<file path="src/rtl/vec_sweep_capture.sv">
// vec_sweep_capture
//   Sweeps a 4-bit input vector x through 0000..1111 into an external
//   2-output combinational function block, holding each vector for HOLD
//   cycles, and captures the block's response F into a 32-bit truth table.
//
//   Optional feature macro: VEC_SWEEP_SELF_CHECK_EN
//     defined   -> each captured F is compared against the golden function
//                  G1 = x1|(~x4&(x2|x3)), G2 = (x1|x2|x4)&(x1|~x3|~x4);
//                  mismatches are counted in err_cnt (saturating at 16).
//     undefined -> err_cnt is tied to 0 and no checker logic exists.
//
//   Parameters
//     HOLD     cycles each vector is driven before F is sampled (1..15)
//
//   Ports
//     clk      in   single clock, rising edge
//     rst_n    in   asynchronous active-low reset
//     start    in   request a full 16-vector sweep (accepted only in IDLE)
//     x        out  [1:4] vector to the function block, x[1] is MSB
//     F        in   [1:2] function-block response to x
//     busy     out  high while a sweep is in progress
//     done     out  one-cycle pulse at sweep completion
//     tbl      out  [31:0] truth table, tbl[2k+1]=F[1], tbl[2k]=F[2] for x=k
//     err_cnt  out  [4:0] golden-function mismatch count
module vec_sweep_capture #(
  parameter int unsigned HOLD = 2
) (
  input  logic        clk,
  input  logic        rst_n,
  input  logic        start,
  output logic [1:4]  x,
  input  logic [1:2]  F,
  output logic        busy,
  output logic        done,
  output logic [31:0] tbl,
  output logic [4:0]  err_cnt
);

  localparam logic [3:0] HOLD_LAST = 4'(HOLD - 1);

  typedef enum logic [1:0] {
    IDLE  = 2'd0,
    DRIVE = 2'd1,
    DONE  = 2'd2
  } state_t;

  state_t      state_q, state_d;
  logic [3:0]  x_q, x_d;
  logic [3:0]  cnt_q, cnt_d;
  logic [31:0] tbl_q, tbl_d;
  logic        sample;
  logic        accept;
  logic [4:0]  slot;

  // Sample edge: last cycle of the hold window for the current vector.
  assign sample = (state_q == DRIVE) && (cnt_q == HOLD_LAST);
  assign accept = (state_q == IDLE) && start;
  // Each vector owns a 2-bit slot of the table starting at bit 2k.
  assign slot   = {x_q, 1'b0};

  always_ff @(posedge clk or negedge rst_n) begin
    if (!rst_n) begin
      state_q <= IDLE;
      x_q     <= '0;
      cnt_q   <= '0;
      tbl_q   <= '0;
    end else begin
      state_q <= state_d;
      x_q     <= x_d;
      cnt_q   <= cnt_d;
      tbl_q   <= tbl_d;
    end
  end

  always_comb begin
    state_d = state_q;
    x_d     = x_q;
    cnt_d   = cnt_q;
    tbl_d   = tbl_q;
    case (state_q)
      IDLE: begin
        x_d   = '0;
        cnt_d = '0;
        if (start) begin
          state_d = DRIVE;
          tbl_d   = '0;
        end
      end
      DRIVE: begin
        if (sample) begin
          cnt_d             = '0;
          tbl_d[slot +: 2]  = {F[1], F[2]};
          if (x_q == 4'hF) begin
            // Hold the last vector while done is signalled.
            state_d = DONE;
          end else begin
            x_d = x_q + 4'd1;
          end
        end else begin
          cnt_d = cnt_q + 4'd1;
        end
      end
      DONE: begin
        state_d = IDLE;
        x_d     = '0;
      end
      default: begin
        state_d = IDLE;
        x_d     = '0;
        cnt_d   = '0;
      end
    endcase
  end

  assign x    = x_q;
  assign busy = (state_q == DRIVE);
  assign done = (state_q == DONE);
  assign tbl  = tbl_q;

`ifdef VEC_SWEEP_SELF_CHECK_EN
  logic [4:0] err_q, err_d;

  function automatic logic [1:0] golden(input logic [3:0] v);
    logic x1, x2, x3, x4;
    x1 = v[3];
    x2 = v[2];
    x3 = v[1];
    x4 = v[0];
    golden = {x1 | (~x4 & (x2 | x3)),
              (x1 | x2 | x4) & (x1 | ~x3 | ~x4)};
  endfunction

  function automatic logic [4:0] sat_inc(input logic [4:0] v);
    sat_inc = (v >= 5'd16) ? 5'd16 : v + 5'd1;
  endfunction

  always_comb begin
    err_d = err_q;
    if (accept) begin
      err_d = '0;
    end else if (sample && ({F[1], F[2]} != golden(x_q))) begin
      err_d = sat_inc(err_q);
    end
  end

  always_ff @(posedge clk or negedge rst_n) begin
    if (!rst_n) begin
      err_q <= '0;
    end else begin
      err_q <= err_d;
    end
  end

  assign err_cnt = err_q;
`else
  assign err_cnt = '0;
`endif

endmodule

</file>
<file path="config.mk">
export PLATFORM = sky130hd
export DESIGN_NAME = vec_sweep_capture
export DESIGN_NICKNAME = d
export VERILOG_FILES = /design/src/rtl/vec_sweep_capture.sv
export SDC_FILE = /design/constraint.sdc
export NUM_CORES = 1
export LEC_CHECK = 0
export ABC_AREA = 1
export CAP_MARGIN = 20
export CORE_UTILIZATION = 36
export CTS_CLUSTER_SIZE = 10
export DETAILED_ROUTE_END_ITERATION = 12
export PLACE_DENSITY = 0.67
export SYNTH_ARGS = -nofsm -noshare
export SYNTH_HDL_FRONTEND = slang
export SYNTH_SLANG_ARGS = --single-unit
</file>
<file path="constraint.sdc">
create_clock -name clk -period 2.4 [get_ports clk]
set_input_delay 0.24 -clock clk [delete_from_list [all_inputs] [get_ports clk]]
set_output_delay 0.24 -clock clk [all_outputs]
set_load 0.005 [all_outputs]
</file>
==> summary.txt, run 1 <==
DRC = 0
post-layout instance area = 0.00294 sq mm
post-synthesis compound-gate area fraction = 0.0264
syn_area_per_cell = 8.10 sq um
CTS tree = built
pre-CTS WS = 0.523 ns
Tmin final = 1.92 ns
final cycle utilization of the critical path = 0.800
top-count cell post-synth = nand2_1
Internal Power = 1920 uW
Max Buffers Root-to-Sink = 2
setup bufs post-CTS = 0
CP arrival = 2.11 ns
final setup margin = 0.481 ns
clock power share = 0.164
status = finished clean
Mapped Area = 0.00237 sq mm
Synth Area in XOR/XNOR = 0.00738
main combinational cell family by area after synthesis = simple AND/OR/NAND/NOR gates
part of the power in registers = 0.318
Crit. End Element = register
fmax = 521 MHz
CTS sink count = 42
via-per-instance ratio = 4.88
worst setup path class = reg -> reg
pin count of the biggest net entering global routing = 43
crit-path max FO = 12
total of warnings raised by yosys = 0
fin. max-slew vios = 0
final wirelength = 5170 microns
placed cell areas = 0.00283 sq mm
clock slew at reported path FFs = 0.08 ns
synthesized flop and latch total = 42
Post-synth EDFFs = 0
initial antenna violation count = 0
vias = 2030
Comb pwr share = 0.518
Seq/Total Area, Yosys = 0.443
worst-margin pin slew = 0.924 ns
Final Hold Fails = 0
core area = 0.00635 sq mm
number of global-route vias before repair = 2055
ys flop type = dfrtp_1
die area = 0.00692 sq mm
Switching Power = 1470 uW
dpl hpwl = 3890 microns
post-synthesis simple-gate area fraction = 0.405
TNS Setup = 0 ns
nets = 349
layout cells sized above 1 = 0.147
RD Place Congestion = 0.848
setup violators final = 0
sw frac = 0.432
Max-Cap Viols = 0
Cell Rows = 29
mux cell area share after synthesis = 0
first-pass GRT wire length = 9420 microns
CP required = 2.59 ns
number of buffers created by CTS = 5
Die X = 83.2 microns
dominant cell type by area after synthesis = dfrtp_1
Post-Synth Adder-Cell Area = 0.0316
Leakage = 0.00141 uW
First-pass DRT Iterations = 4
synth top area cells = dfrtp_1, nand2_1, nand3_1
# hold bufs at CTS = 0
final setup skew = 0.00545 ns
H-tree depth = 2
Pwr per Cell Area = 1150 mW/mm^2
io pins = 48
worst skew pair latency = 0.30 ns
Synth top cells by count = nand2_1, nand3_1, dfrtp_1, nor2_1, inv_1
Overflow after GRT = 0
Netlist cell types = 30
maximum VDD drop = 415 uV
Yosys top cell area share = 0.443
worst hold slack = 0.0575 ns
Port Buffers = 42
RSZ-0062 raised after global routing = no
Startpoint Class = register
GRT Util Overall = 0.167
Async SR Flop Fraction = 1.00
classification of the worst-slack hold path = in -> async
Chip Height = 83.2 microns
CTS resizes = 0
Antenna Nets Post-Route = 0
Area Overhead vs Synth = 24.1%
initial DRC count = 154
post-DR wirelength/cell = 12.4 microns
antenna cell count = 0
Post-Synthesis Cells = 293
Slew HR = 0.384
CTS Root Cell = clkbuf_8
Starting Density = 0.374
kinds of logic after synthesis:
group,count (synthesis)
buf+inv,42
simple gates,189
fa+ha+maj,6
xor+xnor,2
flops,42
other cells,1
compound gates,11
per-stage QoR:
stage / cells / utilization / power [uW]
4_1_cts: 416 / 0.463 / 3410
3_5_place_dp: 408 / 0.446 / 2850
6_report: 416 / 0.463 / 3390
2_1_floorplan: 297 / - / 2290
5_1_grt: 416 / 0.463 / 3700
3_3_place_gp: 408 / 0.446 / 2820
worst max-delay path: stages, from the launching register on:
cell	delay, ns
dfrtp_1	0.47
inv_1	0.12
ha_1	0.22
nand2_1	0.10
nand2_2	0.20
nor2_1	0.24
nand2_1	0.08
nor2_1	0.18
nor2_1	0.09
nand2_1	0.06
nand2_1	0.05
flip-flops by register name, summed over array words and instances (netlist names):
| name | cells |
|---|---|
| cnt_q | 4 |
| tbl | 32 |
| x | 4 |
| state_q | 2 |
power by group through the flow:
stage | clock (uW) | combinational [uW] | sequential, uW
after floorplan | 0 | 1190 | 1100
after global placement | 0 | 1730 | 1090
after CTS | 563 | 1770 | 1080
after detailed placement | 0 | 1760 | 1090
final | 556 | 1750 | 1080
after global routing | 598 | 1990 | 1110
layout by cell type, fill, tap and decap left out:
master,synthesis,final
nand4_1,2,2
bufinv_16,0,1
nand3_4,1,1
clkdlybuf4s50_1,0,41
nand3_2,4,4
nor3_1,4,4
ha_1,6,6
nand3_1,55,55
nand2_2,5,5
inv_1,19,19
dfrtp_1,42,42
nor2_2,4,4
o211ai_1,1,1
conb_1,1,5
o22ai_1,4,4
clkbuf_8,0,5
nand2_8,1,1
inv_2,10,10
inv_4,1,1
nor3_2,3,3
xnor2_1,1,1
a21oi_1,2,2
nand2_1,77,77
o21ai_0,4,4
nor2_4,8,8
buf_2,0,1
nand2_4,2,2
nor2_1,23,23
xor2_1,1,1
clkinv_2,0,2
clkinv_1,2,2
buf_4,5,2
cell type report:
type	count	area, sq um
fill	623	3410
clock inverter	3	40.0
sequential	42	1050
tap	77	96.3
inverter	32	123
multi-input combinational	213	1130
clock buffer	5	68.8
timing repair buffer	44	430
routing by layer:
layer  vias up  track usage  routed length [microns]
met5         -            0                        0
met4         0       0.0533                       59
met3         5       0.0358                      224
met2        47        0.269                     2480
met1       957        0.223                     2410
li1       1021            -                        -
path summary, 6_finish.rpt:
kind / start / end / slack [ns] / cells past startpoint
hold / removal: rst_n / cnt_q[1]$_DFFE_PN0N_ / 0.06 / 1
hold reg to reg: tbl[19]$_DFFE_PN0P_ / tbl[19]$_DFFE_PN0P_ / 0.49 / 2
min in group clk: tbl[19]$_DFFE_PN0P_ / tbl[19]$_DFFE_PN0P_ / 0.49 / 2
setup / recovery: x[3]$_DFFE_PN0P_ / tbl[18]$_DFFE_PN0P_ / 0.48 / 10
max in group asynchronous: rst_n / tbl[10]$_DFFE_PN0P_ / 1.76 / 1
setup reg to reg: x[3]$_DFFE_PN0P_ / tbl[18]$_DFFE_PN0P_ / 0.48 / 10
Power figures use the tool's default switching activity.
==> run 2, diff against run 1 <==
--- a/config.mk
+++ b/config.mk
@@ -10,7 +10,7 @@
 export CORE_UTILIZATION = 36
 export CTS_CLUSTER_SIZE = 10
 export DETAILED_ROUTE_END_ITERATION = 12
-export PLACE_DENSITY = 0.67
+export PLACE_DENSITY = 0.7
 export SYNTH_ARGS = -nofsm -noshare
 export SYNTH_HDL_FRONTEND = slang
 export SYNTH_SLANG_ARGS = --single-unit
==> constraint.sdc (replaced) <==
create_clock -name clk -period 1.71 [get_ports clk]
set_input_delay 0.171 -clock clk [delete_from_list [all_inputs] [get_ports clk]]
set_output_delay 0.171 -clock clk [all_outputs]
set_load 0.005 [all_outputs]
==> summary.txt, run 2 (synthesis gave the netlist of run 1 again) <==
Tot Pwr = 4930 uW
worst skew pair latency = 0.29 ns
Antenna Nets Post-Route = 0
Final Hold Fails = 0
CP arrival = 1.51 ns
H-tree depth = 2
first-pass GRT wire length = 9380 microns
die area = 0.00692 sq mm
classification of the worst-slack hold path = in -> async
fillcell total = 620
Pwr per Cell Area = 1600 mW/mm^2
final setup skew = 0.00421 ns
Starting Density = 0.374
dpl hpwl = 3970 microns
pin count of the biggest net entering global routing = 43
initial antenna violation count = 0
Tmin final = 1.69 ns
antenna cell count = 0
commonest non-fill, non-tap cells in the layout = nand2_1, nand3_1, dfrtp_1
crit-path max FO = 5
post-layout instance area = 0.00308 sq mm
placed cell areas = 0.00291 sq mm
number of buffers created by CTS = 5
Chip Height = 83.2 microns
Max-Cap Viols = 0
Cell Rows = 29
DRC = 0
setup violators final = 0
Area Overhead vs Synth = 29.9%
commonest non-fill, non-tap cell in the layout = nand2_1
final setup margin = 0.0249 ns
final wirelength = 5310 microns
layout cells sized above 1 = 0.191
fin. max-slew vios = 0
status = finished clean
RD Place Congestion = 0.920
Overflow after GRT = 0
CP required = 1.54 ns
worst hold slack = 0.364 ns
number of global-route vias before repair = 2000
Max Buffers Root-to-Sink = 2
Startpoint Class = register
FF+latch area = 0.00105 sq mm
Layout Utilization = 0.485
CTS tree = built
worst setup path class = reg -> out
Multi-input gate area = 0.00119 sq mm
CTS sink count = 42
nets = 362
Largest register FFs = 32
Crit. End Element = primary output
Port Buffers = 42
final cycle utilization of the critical path = 0.985
clock slew at reported path FFs = 0.07 ns
Die X = 83.2 microns
maximum VDD drop = 703 uV
RSZ-0062 raised after global routing = yes
via-per-instance ratio = 4.86
vias = 2080
GRT Util Overall = 0.168
post-DR wirelength/cell = 12.4 microns
pre-CTS WS = 0.0544 ns
First-pass DRT Iterations = 4
fmax = 593 MHz
Leakage = 0.00146 uW
initial DRC count = 98
CTS Root Cell = clkbuf_8
core area = 0.00635 sq mm
io pins = 48
==> run 2: cell count changes in the layout (fill, tap and decap cells not counted), moves of 2 or more <==
cell	change
buf_4	+11
clkbuf_1	+2
clkinv_2	-2
nor2_1	-5
nor2_2	+3
nor2_4	+2
==> run 2: worst paths after layout <==
kind | start | end | slack (ns) | cells past startpoint
max in group asynchronous | rst_n | x[4]$_DFFE_PN0P_ | 1.14 | 3
max | state_q[0]$_DFFE_PN0P_ | busy | 0.02 | 3
min in group clk | tbl[19]$_DFFE_PN0P_ | tbl[19]$_DFFE_PN0P_ | 0.49 | 2
max reg2reg | x[3]$_DFFE_PN0P_ | tbl[18]$_DFFE_PN0P_ | 0.13 | 9
min | rst_n | tbl[22]$_DFFE_PN0P_ | 0.36 | 3
min reg2reg | tbl[19]$_DFFE_PN0P_ | tbl[19]$_DFFE_PN0P_ | 0.49 | 2
==> run 2: repair_timing <==
item	CTS	global route
setup endpoints to repair	0	31
resized for setup	0	13
hold buffers	1	0
buffers inserted	0	3
hold endpoints to repair	42	0
==> run 2: layout make-up <==
cell class | count | area share
inverter | 32 | 0.0398
clock buffer | 7 | 0.0248
tap | 77 | 0.0313
sequential | 42 | 0.341
timing repair buffer | 57 | 0.176
multi-input combinational | 213 | 0.387
==> run 2: worst max-delay path, cell delays in order (launching register included) <==
cell             delay (ns)
dfrtp_1                0.44
inv_2                  0.10
nor2_4                 0.16
clkdlybuf4s50_1        0.52
==> run 2: layer usage <==
| metal | GRT usage | vias to the layer above | part of all wire |
|---|---|---|---|
| li1 | - | 1047 | - |
| met2 | 0.262 | 52 | 0.44 |
| met3 | 0.0328 | 8 | 0.044 |
| met5 | 0 | - | 0 |
| met1 | 0.231 | 973 | 0.49 |
| met4 | 0.0674 | 0 | 0.018 |
==> run 2: power by group <==
| group | switching (uW) | internal [uW] |
|---|---|---|
| logic | 1640 | 1180 |
| registers | 206 | 1290 |
| clock network | 326 | 281 |
| total | 2170 | 2750 |
==> run 2: through the flow <==
step           cells  TNS, ns
2_1_floorplan    297        0
3_3_place_gp     417        0
3_5_place_dp     417        0
4_1_cts          425        0
5_1_grt          428  -0.0212
6_report         428        0
==> run 3, diff against run 2 <==
--- a/config.mk
+++ b/config.mk
@@ -8,9 +8,10 @@
 export ABC_AREA = 1
 export CAP_MARGIN = 20
 export CORE_UTILIZATION = 36
-export CTS_CLUSTER_SIZE = 10
+export CTS_CLUSTER_SIZE = 30
 export DETAILED_ROUTE_END_ITERATION = 12
 export PLACE_DENSITY = 0.7
+export REMOVE_ABC_BUFFERS = 1
 export SYNTH_ARGS = -nofsm -noshare
 export SYNTH_HDL_FRONTEND = slang
 export SYNTH_SLANG_ARGS = --single-unit
==> summary.txt, run 3 (synthesis gave the netlist of run 1 again) <==
status = finished clean
CTS sink count = 42
Crit. End Element = primary output
routed wl met2 = 2270 microns
Cell Rows = 29
nets = 358
Antenna Nets Post-Route = 0
first-pass GRT wire length = 8870 microns
sw frac = 0.429
First-pass DRT Iterations = 4
commonest non-fill, non-tap cell in the layout = nand2_1
DRC = 0
number of buffers created by CTS = 5
initial DRC count = 99
CP arrival = 1.46 ns
final cycle utilization of the critical path = 0.954
Switching Power = 2140 uW
fin. max-slew vios = 0
commonest non-fill, non-tap cells in the layout = nand2_1, nand3_1, dfrtp_1
crit-path max FO = 4
CP required = 1.54 ns
io pins = 48
Pwr per Cell Area = 1620 mW/mm^2
setup violators final = 0
final setup skew = 0.00316 ns
maximum VDD drop = 979 uV
Final Hold Fails = 0
Chip Height = 83.2 microns
post-DR wirelength/cell = 12.2 microns
RR Endpoint = tbl[15]$_DFFE_PN0P_
Area Overhead vs Synth = 29.2%
RSZ-0062 raised after global routing = no
dpl hpwl = 3850 microns
DR WL met3 = 225 microns
Tmin final = 1.63 ns
CTS Root Cell = clkbuf_8
classification of the worst-slack hold path = in -> async
post-layout instance area = 0.00307 sq mm
reg-to-reg slack, setup = 0.14 ns
GRT Util Overall = 0.157
RR Startpoint = cnt_q[1]$_DFFE_PN0N_
CTS tree = built
worst skew pair latency = 0.29 ns
final wirelength = 5190 microns
die area = 0.00692 sq mm
Max Buffers Root-to-Sink = 2
placed cell areas = 0.00290 sq mm
Startpoint Class = register
part of the power in registers = 0.302
number of global-route vias before repair = 1956
Largest register FFs = 32
clock power share = 0.149
Comb pwr share = 0.549
initial antenna violation count = 0
Worst Setup SP = state_q[1]$_DFFE_PN0P_
pin count of the biggest net entering global routing = 33
layout cells sized above 1 = 0.187
Port Buffers = 42
clock slew at reported path FFs = 0.08 ns
Top Metal Used = met4
H-tree depth = 2
Overflow after GRT = 0
core area = 0.00635 sq mm
R2R depth = 9
RD Place Congestion = 0.803
worst setup path class = reg -> out
Internal Power = 2840 uW
Layout Utilization = 0.483
fmax = 613 MHz
antenna cell count = 0
vias = 2055
Die X = 83.2 microns
wl on met1 = 2640 microns
Starting Density = 0.374
via-per-instance ratio = 4.84
Max-Cap Viols = 0
CP endpoint = done
Leakage = 0.00146 uW
run 3: worst min-delay path by stage:
| stage | startpoint | end | slack [ns] | cells after the start |
|---|---|---|---|---|
| finish | rst_n | tbl[7]$_DFFE_PN0P_ | 0.37 | 2 |
| global route | rst_n | tbl[7]$_DFFE_PN0P_ | 0.42 | 2 |
| CTS | rst_n | tbl[7]$_DFFE_PN0P_ | 0.39 | 2 |
| detailed placement | rst_n | tbl[7]$_DFFE_PN0P_ | 0.16 | 1 |
| global placement | rst_n | tbl[6]$_DFFE_PN0P_ | 0.16 | 1 |
| floorplan | rst_n | cnt_q[0]$_DFFE_PN0N_ | -0.12 | 0 |
run 3: critical path: stages (launching register included):
cell and delay [ns]:
dfrtp_1 0.41, inv_2 0.10, nor2_2 0.14, clkdlybuf4s50_1 0.52
run 3: metal layers:
metal	up-vias	global-route usage
met5	-	0
met3	7	0.0338
met2	53	0.243
li1	1047	-
met4	0	0.0502
met1	948	0.220
run 3: power groups by stage:
stage | sequential, uW | clock [uW] | combinational, uW
3_5_place_dp | 1520 | 0 | 2610
2_1_floorplan | 1540 | 0 | 1530
4_1_cts | 1500 | 756 | 2620
5_1_grt | 1540 | 789 | 3030
3_3_place_gp | 1520 | 0 | 2560
6_report | 1500 | 740 | 2740
run 3: timing repair:
item / 4_1_cts / 5_1_grt
hold buffers: 1 / 0
buffers inserted: 0 / 1
setup endpoints to repair: 0 / 23
gates resized for setup: 0 / 10
hold endpoints to repair: 20 / 0
run 3: area by class of cell:
type | instances | area [sq um]
fillers | 608 | 3280
clock buffers | 8 | 110
inverters | 32 | 123
repair buffers | 53 | 513
well taps | 77 | 96.3
flip-flops and latches | 42 | 1050
multi-input cells | 213 | 1170
run 3: per-stage QoR:
| stage | worst slack [ns] | power, uW | TNS, ns | std cells | hold WS [ns] |
|---|---|---|---|---|---|
| final | 0.0792 | 4980 | 0 | 425 | 0.372 |
| after global routing | 0.0103 | 5360 | 0 | 425 | 0.424 |
| after CTS | 0.00809 | 4880 | 0 | 424 | 0.392 |
| after detailed placement | 0.0344 | 4130 | 0 | 415 | 0.165 |
| after global placement | 0.144 | 4080 | 0 | 415 | 0.156 |
| after floorplan | -0.0557 | 3070 | -0.312 | 287 | -0.125 |
